==> src/rtl/meter_pkg.sv <==
// Shared types and LED decode helpers for the LED peak meter.
// Levels run 0..8 where 0 means every LED is dark.
package meter_pkg;

   typedef logic [3:0] level_t;

   localparam level_t MAX_LEVEL = 4'd8;

   typedef enum logic [1:0] {
      IDLE,
      CAPTURE,
      UPDATE,
      STALE
   } state_t;

   function automatic logic [7:0] level_to_therm(input level_t lvl);
      logic [7:0] therm;
      therm = '0;
      for (int i = 0; i < int'(MAX_LEVEL); i++) begin
         if (level_t'(i) < lvl) therm[i] = 1'b1;
      end
      return therm;
   endfunction

   function automatic logic [7:0] level_to_onehot(input level_t lvl);
      logic [7:0] onehot;
      onehot = '0;
      for (int i = 0; i < int'(MAX_LEVEL); i++) begin
         if (level_t'(i + 1) == lvl) onehot[i] = 1'b1;
      end
      return onehot;
   endfunction

endpackage

==> src/rtl/onehot_level_enc.sv <==
// Priority encoder from the averager's one-hot loudness word to a level.
// The highest set bit wins, so malformed multi-bit words still decode sensibly.
module onehot_level_enc
   import meter_pkg::*;
(
   input  logic [7:0] i_onehot,
   output level_t     o_level
);

   always_comb begin
      o_level = '0;
      for (int i = 0; i < 8; i++) begin
         if (i_onehot[i]) o_level = level_t'(i + 1);
      end
   end

endmodule

==> src/rtl/led_peak_meter.sv <==
// 8-LED bar graph with peak-hold marker, frame-based decay and stale-input blanking.
// Each rising edge of av_valid is one frame; bar/peak update two clocks later.
module led_peak_meter
   import meter_pkg::*;
#(
   parameter int HOLD_FRAMES    = 4,
   parameter int DECAY_FRAMES   = 2,
   parameter int TIMEOUT_CYCLES = 1000000
) (
   input  logic       clk,
   input  logic       reset,
   input  logic       av_valid,
   input  logic [7:0] level_onehot,
   output logic [7:0] led_bar,
   output logic [7:0] peak_led,
   output logic       frame_pulse,
   output logic       stale
);

   localparam int TW = (TIMEOUT_CYCLES > 1) ? $clog2(TIMEOUT_CYCLES) : 1;
   localparam int HW = $clog2(HOLD_FRAMES + 1);
   localparam int DW = (DECAY_FRAMES > 1) ? $clog2(DECAY_FRAMES) : 1;

   localparam logic [TW-1:0] TIMEOUT_LAST = TW'(TIMEOUT_CYCLES - 1);
   localparam logic [HW-1:0] HOLD_LOAD    = HW'(HOLD_FRAMES);
   localparam logic [DW-1:0] DECAY_LAST   = DW'(DECAY_FRAMES - 1);

   state_t          r_state;
   state_t          w_stateNext;
   logic            r_avValidQ;
   logic            w_event;
   level_t          w_level;
   level_t          r_lvl;
   level_t          r_bar;
   level_t          r_peak;
   level_t          w_barNext;
   level_t          w_peakNext;
   logic [HW-1:0]   r_holdCnt;
   logic [HW-1:0]   w_holdNext;
   logic [DW-1:0]   r_decayCnt;
   logic [DW-1:0]   w_decayNext;
   logic [TW-1:0]   r_timeoutCnt;
   logic            r_framePulse;
   logic            r_stale;

   onehot_level_enc u_enc (
      .i_onehot (level_onehot),
      .o_level  (w_level)
   );

   assign w_event = av_valid & ~r_avValidQ;

   always_ff @(posedge clk) begin
      if (reset) r_state <= IDLE;
      else       r_state <= w_stateNext;
   end

   always_comb begin
      w_stateNext = r_state;
      case (r_state)
         IDLE: begin
            if (w_event)                            w_stateNext = CAPTURE;
            else if (r_timeoutCnt == TIMEOUT_LAST)  w_stateNext = STALE;
         end
         CAPTURE: w_stateNext = UPDATE;
         UPDATE:  w_stateNext = IDLE;
         STALE:   if (w_event) w_stateNext = CAPTURE;
         default: w_stateNext = IDLE;
      endcase
   end

   // Peak decay compares against the new bar so the marker never sinks below it.
   always_comb begin
      w_barNext   = r_bar;
      w_decayNext = r_decayCnt;
      if (r_lvl >= r_bar) begin
         w_barNext   = r_lvl;
         w_decayNext = '0;
      end else if (r_decayCnt == DECAY_LAST) begin
         w_barNext   = r_bar - 1'b1;
         w_decayNext = '0;
      end else begin
         w_decayNext = r_decayCnt + 1'b1;
      end

      w_peakNext = r_peak;
      w_holdNext = r_holdCnt;
      if (r_lvl >= r_peak) begin
         w_peakNext = r_lvl;
         w_holdNext = HOLD_LOAD;
      end else if (r_holdCnt != '0) begin
         w_holdNext = r_holdCnt - 1'b1;
      end else if ((r_peak - 1'b1) > w_barNext) begin
         w_peakNext = r_peak - 1'b1;
      end else begin
         w_peakNext = w_barNext;
      end
   end

   always_ff @(posedge clk) begin
      if (reset) begin
         r_avValidQ   <= 1'b0;
         r_lvl        <= '0;
         r_bar        <= '0;
         r_peak       <= '0;
         r_holdCnt    <= '0;
         r_decayCnt   <= '0;
         r_timeoutCnt <= '0;
         r_framePulse <= 1'b0;
         r_stale      <= 1'b0;
      end else begin
         r_avValidQ   <= av_valid;
         r_framePulse <= 1'b0;
         r_stale      <= (w_stateNext == STALE);
         case (r_state)
            IDLE: begin
               if (w_event) begin
                  r_lvl        <= w_level;
                  r_timeoutCnt <= '0;
               end else if (r_timeoutCnt == TIMEOUT_LAST) begin
                  r_bar      <= '0;
                  r_peak     <= '0;
                  r_holdCnt  <= '0;
                  r_decayCnt <= '0;
               end else begin
                  r_timeoutCnt <= r_timeoutCnt + 1'b1;
               end
            end
            UPDATE: begin
               r_bar        <= w_barNext;
               r_peak       <= w_peakNext;
               r_holdCnt    <= w_holdNext;
               r_decayCnt   <= w_decayNext;
               r_framePulse <= 1'b1;
            end
            STALE: begin
               if (w_event) begin
                  r_lvl        <= w_level;
                  r_timeoutCnt <= '0;
               end
            end
            default: ;
         endcase
      end
   end

   assign led_bar     = level_to_therm(r_bar);
   assign peak_led    = level_to_onehot(r_peak);
   assign frame_pulse = r_framePulse;
   assign stale       = r_stale;

endmodule

==> config.mk <==
export PLATFORM = sky130hd
export DESIGN_NAME = led_peak_meter
export DESIGN_NICKNAME = d
export VERILOG_FILES = /design/src/rtl/meter_pkg.sv /design/src/rtl/onehot_level_enc.sv /design/src/rtl/led_peak_meter.sv
export SDC_FILE = /design/constraint.sdc
export NUM_CORES = 1
export LEC_CHECK = 0
export BUFFER_PORTS_ARGS = -buffer_cell sky130_fd_sc_hd__buf_2
export CORE_MARGIN = 2
export CORE_UTILIZATION = 51
export DETAILED_ROUTE_END_ITERATION = 12
export GPL_ROUTABILITY_DRIVEN = 0
export PLACE_DENSITY = 0.76
export SYNTH_ARGS = -nofsm -noshare
export SYNTH_HDL_FRONTEND = slang
export SYNTH_SLANG_ARGS = --single-unit
==> constraint.sdc <==
create_clock -name clk -period 4.9 [get_ports clk]
set_input_delay 0.49 -clock clk [delete_from_list [all_inputs] [get_ports clk]]
set_output_delay 0.49 -clock clk [all_outputs]
set_load 0.1 [all_outputs]
---- Word level (Yosys, flattened, before mapping) ----
Cells that the tools add are included.
Widths: inputs -> output; s select.
cells by class
  $add $sub $neg .......................... 5
  magnitude comparators ................... 11
  eq/ne operators ......................... 19
  multiplexer cells ....................... 52
  bitwise logic cells ..................... 2
  reduce and logical (&&, ||, !) cells .... 10
operator list
  operator               count
  $mux 20                3
  $pmux 20 s2            1
  $mux 4                 8
  $mux 3                 8
  $mux 1                 22
  $add 20x1->20 const B  1
  $eq 20x20->1 const B   1
  $eq 3x4->1 const A     4
  $lt 3x4->1 const A     4
  $pmux 4 s2             2
  $mux 2                 5
  $ne 3x3->1 const B     3
  $eq 2x4->1 const A     2
  $ge 4x4->1             2
  $lt 1x4->1 const A     2
  $lt 2x4->1 const A     2
  $pmux 2 s4             1
  $reduce_and 4->1       2
  $sub 4x1->4 const B    2
  $eq 2x2->1 const B     3
  $ne 2x2->1 const B     3
  $pmux 3 s2             1
  $reduce_and 3->1       2
  $eq 1x4->1 const A     1
  other kinds (13)       14
word-level totals
  register bits after elaboration ......... 41
  bits of input ports ..................... 11
  output and inout port bits .............. 18
  word-level logic and storage cells ...... 109

---- Depth between registers and ports, before layout ----
  word-level depth ........................ 8
  depth in mapped cells ................... 13
  gate-level depth less buffers ........... 13

---- Hierarchy ----
A second synthesis with hierarchy kept.
unflattened totals
  cells, all modules ...................... 330
  area, all modules ....................... 2665.1 µm²
by module, submodules not included
  module            instances  cells each  area each (µm²)  seq. area each (µm²)
  led_peak_meter    1          318         2590.0           820.8
  onehot_level_enc  1          12          75.1             0.0

---- Least setup slack after synthesis ----
Ideal clock, no wire load.
  kind .................................... flip-flop to output port
  from .................................... register r_bar[0]
  to ...................................... output led_bar[1]
  data arrival time ....................... 2826 ps
  data required time ...................... 4410 ps
  path slack .............................. 1584 ps
  cell stages (with the launch flop) ...... 4
  buffers on the path ..................... 0
  cells stage by stage .................... dfxtp_1 inv_1 ha_1 o21ai_0
between the ends
  longest elaborated chain between the ends .. 2
RTL lines
  what                    RTL line               text
  from (decl)             led_peak_meter.sv:34   level_t r_bar;
  from (signal assigned)  led_peak_meter.sv:130  r_bar <= w_barNext;
  $lt 1x4->1              meter_pkg.sv:20        if (level_t'(i) < lvl) therm[i] = 1'b1;
  $mux 1                  meter_pkg.sv:20
  to (decl)               led_peak_meter.sv:14   output logic [7:0] led_bar,
No other way between the ends.

---- Final worst setup path ----
  from .................................... register r_bar[0]
  to ...................................... register r_peak[0]
between the ends
  longest elaborated chain between the ends .. 8
  elaborated cells between the ends (all ways) .. 9
  classes of those cells .................. add/sub: 1; order compare: 2; mux: 6
RTL lines
  what                  RTL line               text
  $sub 4x1->4           led_peak_meter.sv:80   w_barNext = r_bar - 1'b1;
  $mux 4                led_peak_meter.sv:79   end else if (r_decayCnt == DECAY_LAST) begin
  $mux 4 (*)            led_peak_meter.sv:76   if (r_lvl >= r_bar) begin
  $gt 4x4->1            led_peak_meter.sv:93   end else if ((r_peak - 1'b1) > w_barNext) begin
  $mux 4 (*)            led_peak_meter.sv:93
  $mux 4 (*)            led_peak_meter.sv:91   end else if (r_holdCnt != '0) begin
  $mux 4 (*)            led_peak_meter.sv:88   if (r_lvl >= r_peak) begin
  $pmux 4 s2 (*)        led_peak_meter.sv:115  case (r_state)
  to (signal assigned)  led_peak_meter.sv:131  r_peak <= w_peakNext;
  to (decl)             led_peak_meter.sv:35   level_t r_peak;
Mark *: on every way between the ends. The rest lies on a longest branch, timed or not. The select of a mux whose other input is x is not followed.
A chain may end at the register's enable or synchronous reset.

==> impl_metrics.py <==
metrics = {
    "run_status": {
        "run_status": "complete, no violations",
    },
    "setup_path": {
        "crit_type": "reg -> reg",
        "slowest_delay_ns": 0.47,
        "timing.critical_path.arrival_ns": 3.49,
        "cpMostUsedCell": "sky130_fd_sc_hd__a21oi_1",
        "worstPathCellList": "ha_1, nand2b_1, a2111oi_0, a21oi_1, mux2_2, inv_1, ha_1, a21oi_1, o21ai_0, a21oi_1, a211o_1, a22o_1",
        "worstSetupStartpointType": "flip-flop",
        "critPathCaptureType": "flip-flop",
        "cp.required_ns": 5.08,
        "slowest_stage": "sky130_fd_sc_hd__dfxtp_1",
        "crit_path_max_fanout": 7,
    },
    "cts": {
        "cts_htree_levels": 2,
        "clock_latency_ns": 0.29,
        "cts_max_path_buffers": 2,
        "cts_sinks": 41,
        "clk_pin_slew_worst_paths_ns": 0.08,
        "post-cts-setup-buffers": 0,
        "cts_root_buf": "sky130_fd_sc_hd__clkbuf_8",
        "hold_buffers": 0,
        "post_cts_resized": 0,
        "tritoncts_clock_tree": "built",
        "cts-buffers-inserted": 5,
    },
    "global_route": {
        "globalRouteMet3Util_pct": 2.96,
        "largest_net_degree_at_the_start_of_global_routing": 24,
        "m2_gr_usage_pct": 33.5,
        "grt_pass1_vias": 2243,
        "groute.usage.overall_pct": 19.8,
        "grt_antenna_before_repair": 0,
        "groute.layer.met1.usage_pct": 25.7,
        "grt_busiest_layer": "met2",
        "grt_pass1_wl_um": 9740,
        "overflow": 0,
    },
    "floorplanning": {
        "total_die_area_mm2": 0.00585,
        "die_h_um": 76.5,
        "core.rowCount": 26,
        "ioPinCount": 29,
        "initial_utilization_pct": 52.8,
        "die_w_um": 76.5,
        "core_area_mm2": 0.00507,
    },
    "detailed_routing": {
        "drt_iter0_drc": 107,
        "finalWirelength_um": 5300,
        "remaining_antenna_violation_count": 0,
        "via_per_inst": 5.40,
        "detailed_routing_iterations_pass_1": 4,
        "count_of_unresolved_drc_violations_after_routing": 0,
        "detailroute.via_count": 2313,
        "average_wire_length_per_cell_after_detail_routing_um": 12.4,
    },
    "logic_synthesis": {
        "synth.area.top_cells": "sky130_fd_sc_hd__dfxtp_1 31%, sky130_fd_sc_hd__ha_1 13%, sky130_fd_sc_hd__nor2_1 6.0%",
        "synth.cell_area_mm2": 0.00268,
        "synth_ff_type": "sky130_fd_sc_hd__dfxtp_1",
        "synth_warnings": 0,
        "postSynthRegisterBits": 41,
        "syn_avg_cell_area_um2": 8.02,
        "synth_compound_area_share_pct": 14.1,
        "synth_xor_area_share_pct": 6.21,
        "yosys.area_share.simple_pct": 29.6,
        "largest_family_of_logic_cells_by_synthesized_area": "simple AND/OR/NAND/NOR gates",
        "synth_adder_area_share_pct": 12.6,
        "post_synth_num_cell_types": 53,
        "yosys.area.top_type_share_pct": 30.7,
        "synth.area.mux_share_pct": 1.92,
        "share_of_the_yosys_chip_area_belonging_to_registers_pct": 30.7,
        "synthArstFlopShare_pct": 0,
        "synth_edf_count": 0,
        "syn_nets": 372,
        "gate_count_of_the_mapped_netlist": 334,
        "post-synth-top-area-cell": "sky130_fd_sc_hd__dfxtp_1",
    },
    "sta": {
        "finalHoldViolCount": 0,
        "rsz_0062_raised_after_global_routing": "no",
        "finalSetupViolations": 0,
        "clock_skew_ns": 0.00719,
        "layout_worst_path_cycle_share_pct": 67.5,
        "drv_slew": 0,
        "fmax_mhz": 302,
        "slew_of_the_pin_with_the_lowest_slew_margin_ns": 1.16,
        "post_route_setup_tns_ns": 0,
        "slew-limit-headroom_pct": 22.8,
        "post-route-min-period_ns": 3.31,
    },
    "cells_and_area": {
        "layout.cell_area.non_filler_mm2": 0.00295,
        "post_layout_nonfiller_instances": 428,
        "design.final.nets": 395,
        "final_cell_mix": "43 x sky130_fd_sc_hd__nor2_1, 41 x sky130_fd_sc_hd__dfxtp_1, 28 x sky130_fd_sc_hd__buf_2",
        "leading_cell_type_in_the_layout_fill_and_taps_excluded": "sky130_fd_sc_hd__nor2_1",
        "n_antenna_cell": 0,
        "area.growth.synth_to_final_pct": 10.3,
        "post_route_cells_drive_above_1_share_pct": 14.2,
        "fin_util_pct": 58.2,
    },
    "min_path": {
        "hold_path.class": "in -> reg",
    },
    "pwr": {
        "p_per_area_mw_per_mm2": 249,
        "peak_supply_drop_mv": 0.172,
        "total_power_uw": 737,
        "cellLeakagePower_nw": 1.26,
    },
    "place": {
        "placement.cell_area_mm2": 0.00286,
        "placement.io_buffers": 28,
        "place_inst": 420,
        "dp_hpwl_um": 4010,
    },
    "flow_run": {
        "max_cap_viol_count": 0,
    },
}
metrics by stage:
stage	hold slack, ns	setup WS (ns)
after floorplan	0.432	1.58
after global placement	0.448	1.72
after detailed placement	0.453	1.64
after CTS	0.432	1.62
after global routing	0.457	1.37
final	0.440	1.59
cell families after synthesis:
group	count (synthesis)
simple gates	150
compound gates	59
flops	41
buf+inv	33
fa+ha+maj	27
xor+xnor	19
mux	5
per-layer routing:
layer  vias to the layer above  part of all wire (%)
li1                       1214                     -
met1                      1062                    50
met2                        33                    47
met3                         4                   3.0
met4                         0                  0.64
met5                         -                     0
sequential cells by signal, indices dropped and copies added, names as in the netlist:
name and cells:
r_timeoutCnt 20, r_bar 4, r_lvl 4, r_peak 4, r_holdCnt 3, r_state 2
frame_pulse 1, r_avValidQ 1, r_decayCnt 1, stale 1
final cells by class:
cell class,count,area [um^2]
clock buffers,6,82.6
repair buffers,29,148
inverters,20,75.1
flip-flops and latches,41,821
fillers,461,2120
clock inverters,2,13.8
well taps,70,87.6
multi-input cells,260,1730
synth_stat cells, types with 3 or more instances:
| library cell | n |
|---|---|
| sky130_fd_sc_hd__nor2b_1 | 9 |
| sky130_fd_sc_hd__o211ai_1 | 3 |
| sky130_fd_sc_hd__nor4_1 | 4 |
| sky130_fd_sc_hd__dfxtp_1 | 41 |
| sky130_fd_sc_hd__nor3_1 | 8 |
| sky130_fd_sc_hd__a21oi_1 | 23 |
| sky130_fd_sc_hd__and2_1 | 4 |
| sky130_fd_sc_hd__nor2_1 | 43 |
| sky130_fd_sc_hd__o21ai_0 | 10 |
| sky130_fd_sc_hd__nand2_1 | 25 |
| sky130_fd_sc_hd__and3_1 | 9 |
| sky130_fd_sc_hd__or3_1 | 4 |
| sky130_fd_sc_hd__a22o_1 | 3 |
| sky130_fd_sc_hd__mux2i_1 | 4 |
| sky130_fd_sc_hd__nand3_1 | 12 |
| sky130_fd_sc_hd__ha_1 | 27 |
| sky130_fd_sc_hd__xnor2_1 | 6 |
| sky130_fd_sc_hd__xor2_1 | 13 |
| sky130_fd_sc_hd__inv_1 | 20 |
| sky130_fd_sc_hd__a31oi_1 | 4 |
| sky130_fd_sc_hd__nand4_1 | 9 |
| sky130_fd_sc_hd__nand2b_1 | 7 |
| sky130_fd_sc_hd__clkbuf_1 | 9 |
worst paths after layout:
check                               from  slack, ns          to  cells past startpoint
worst max-delay path            r_bar[0]       1.59   r_peak[0]                     12
worst min-delay path            av_valid       0.44  r_avValidQ                      2
worst max register to register  r_bar[0]       1.59   r_peak[0]                     12
worst min register to register  r_lvl[0]       0.46    r_lvl[0]                      2
worst max-delay path, delay by kind of cell, from the launching register on:
family,cells,cell delay [ns]
AO/OA/AOI/OAI,7,1.69
adder cells (fa/ha/maj),2,0.57
flip-flops,1,0.47
multiplexers,1,0.29
AND/OR/NAND/NOR,1,0.13
buffers and inverters,1,0.06
where the power goes:
| part | total [mW] | internal (mW) | switching (mW) | leakage [nW] |
|---|---|---|---|---|
| Clock | 0.230 | 0.114 | 0.116 | 0.0512 |
| Sequential | 0.354 | 0.343 | 0.0106 | 0.332 |
| Combinational | 0.153 | 0.0552 | 0.0978 | 0.875 |
| Total | 0.737 | 0.513 | 0.224 | 1.26 |
(Power assumes the default switching activity.)
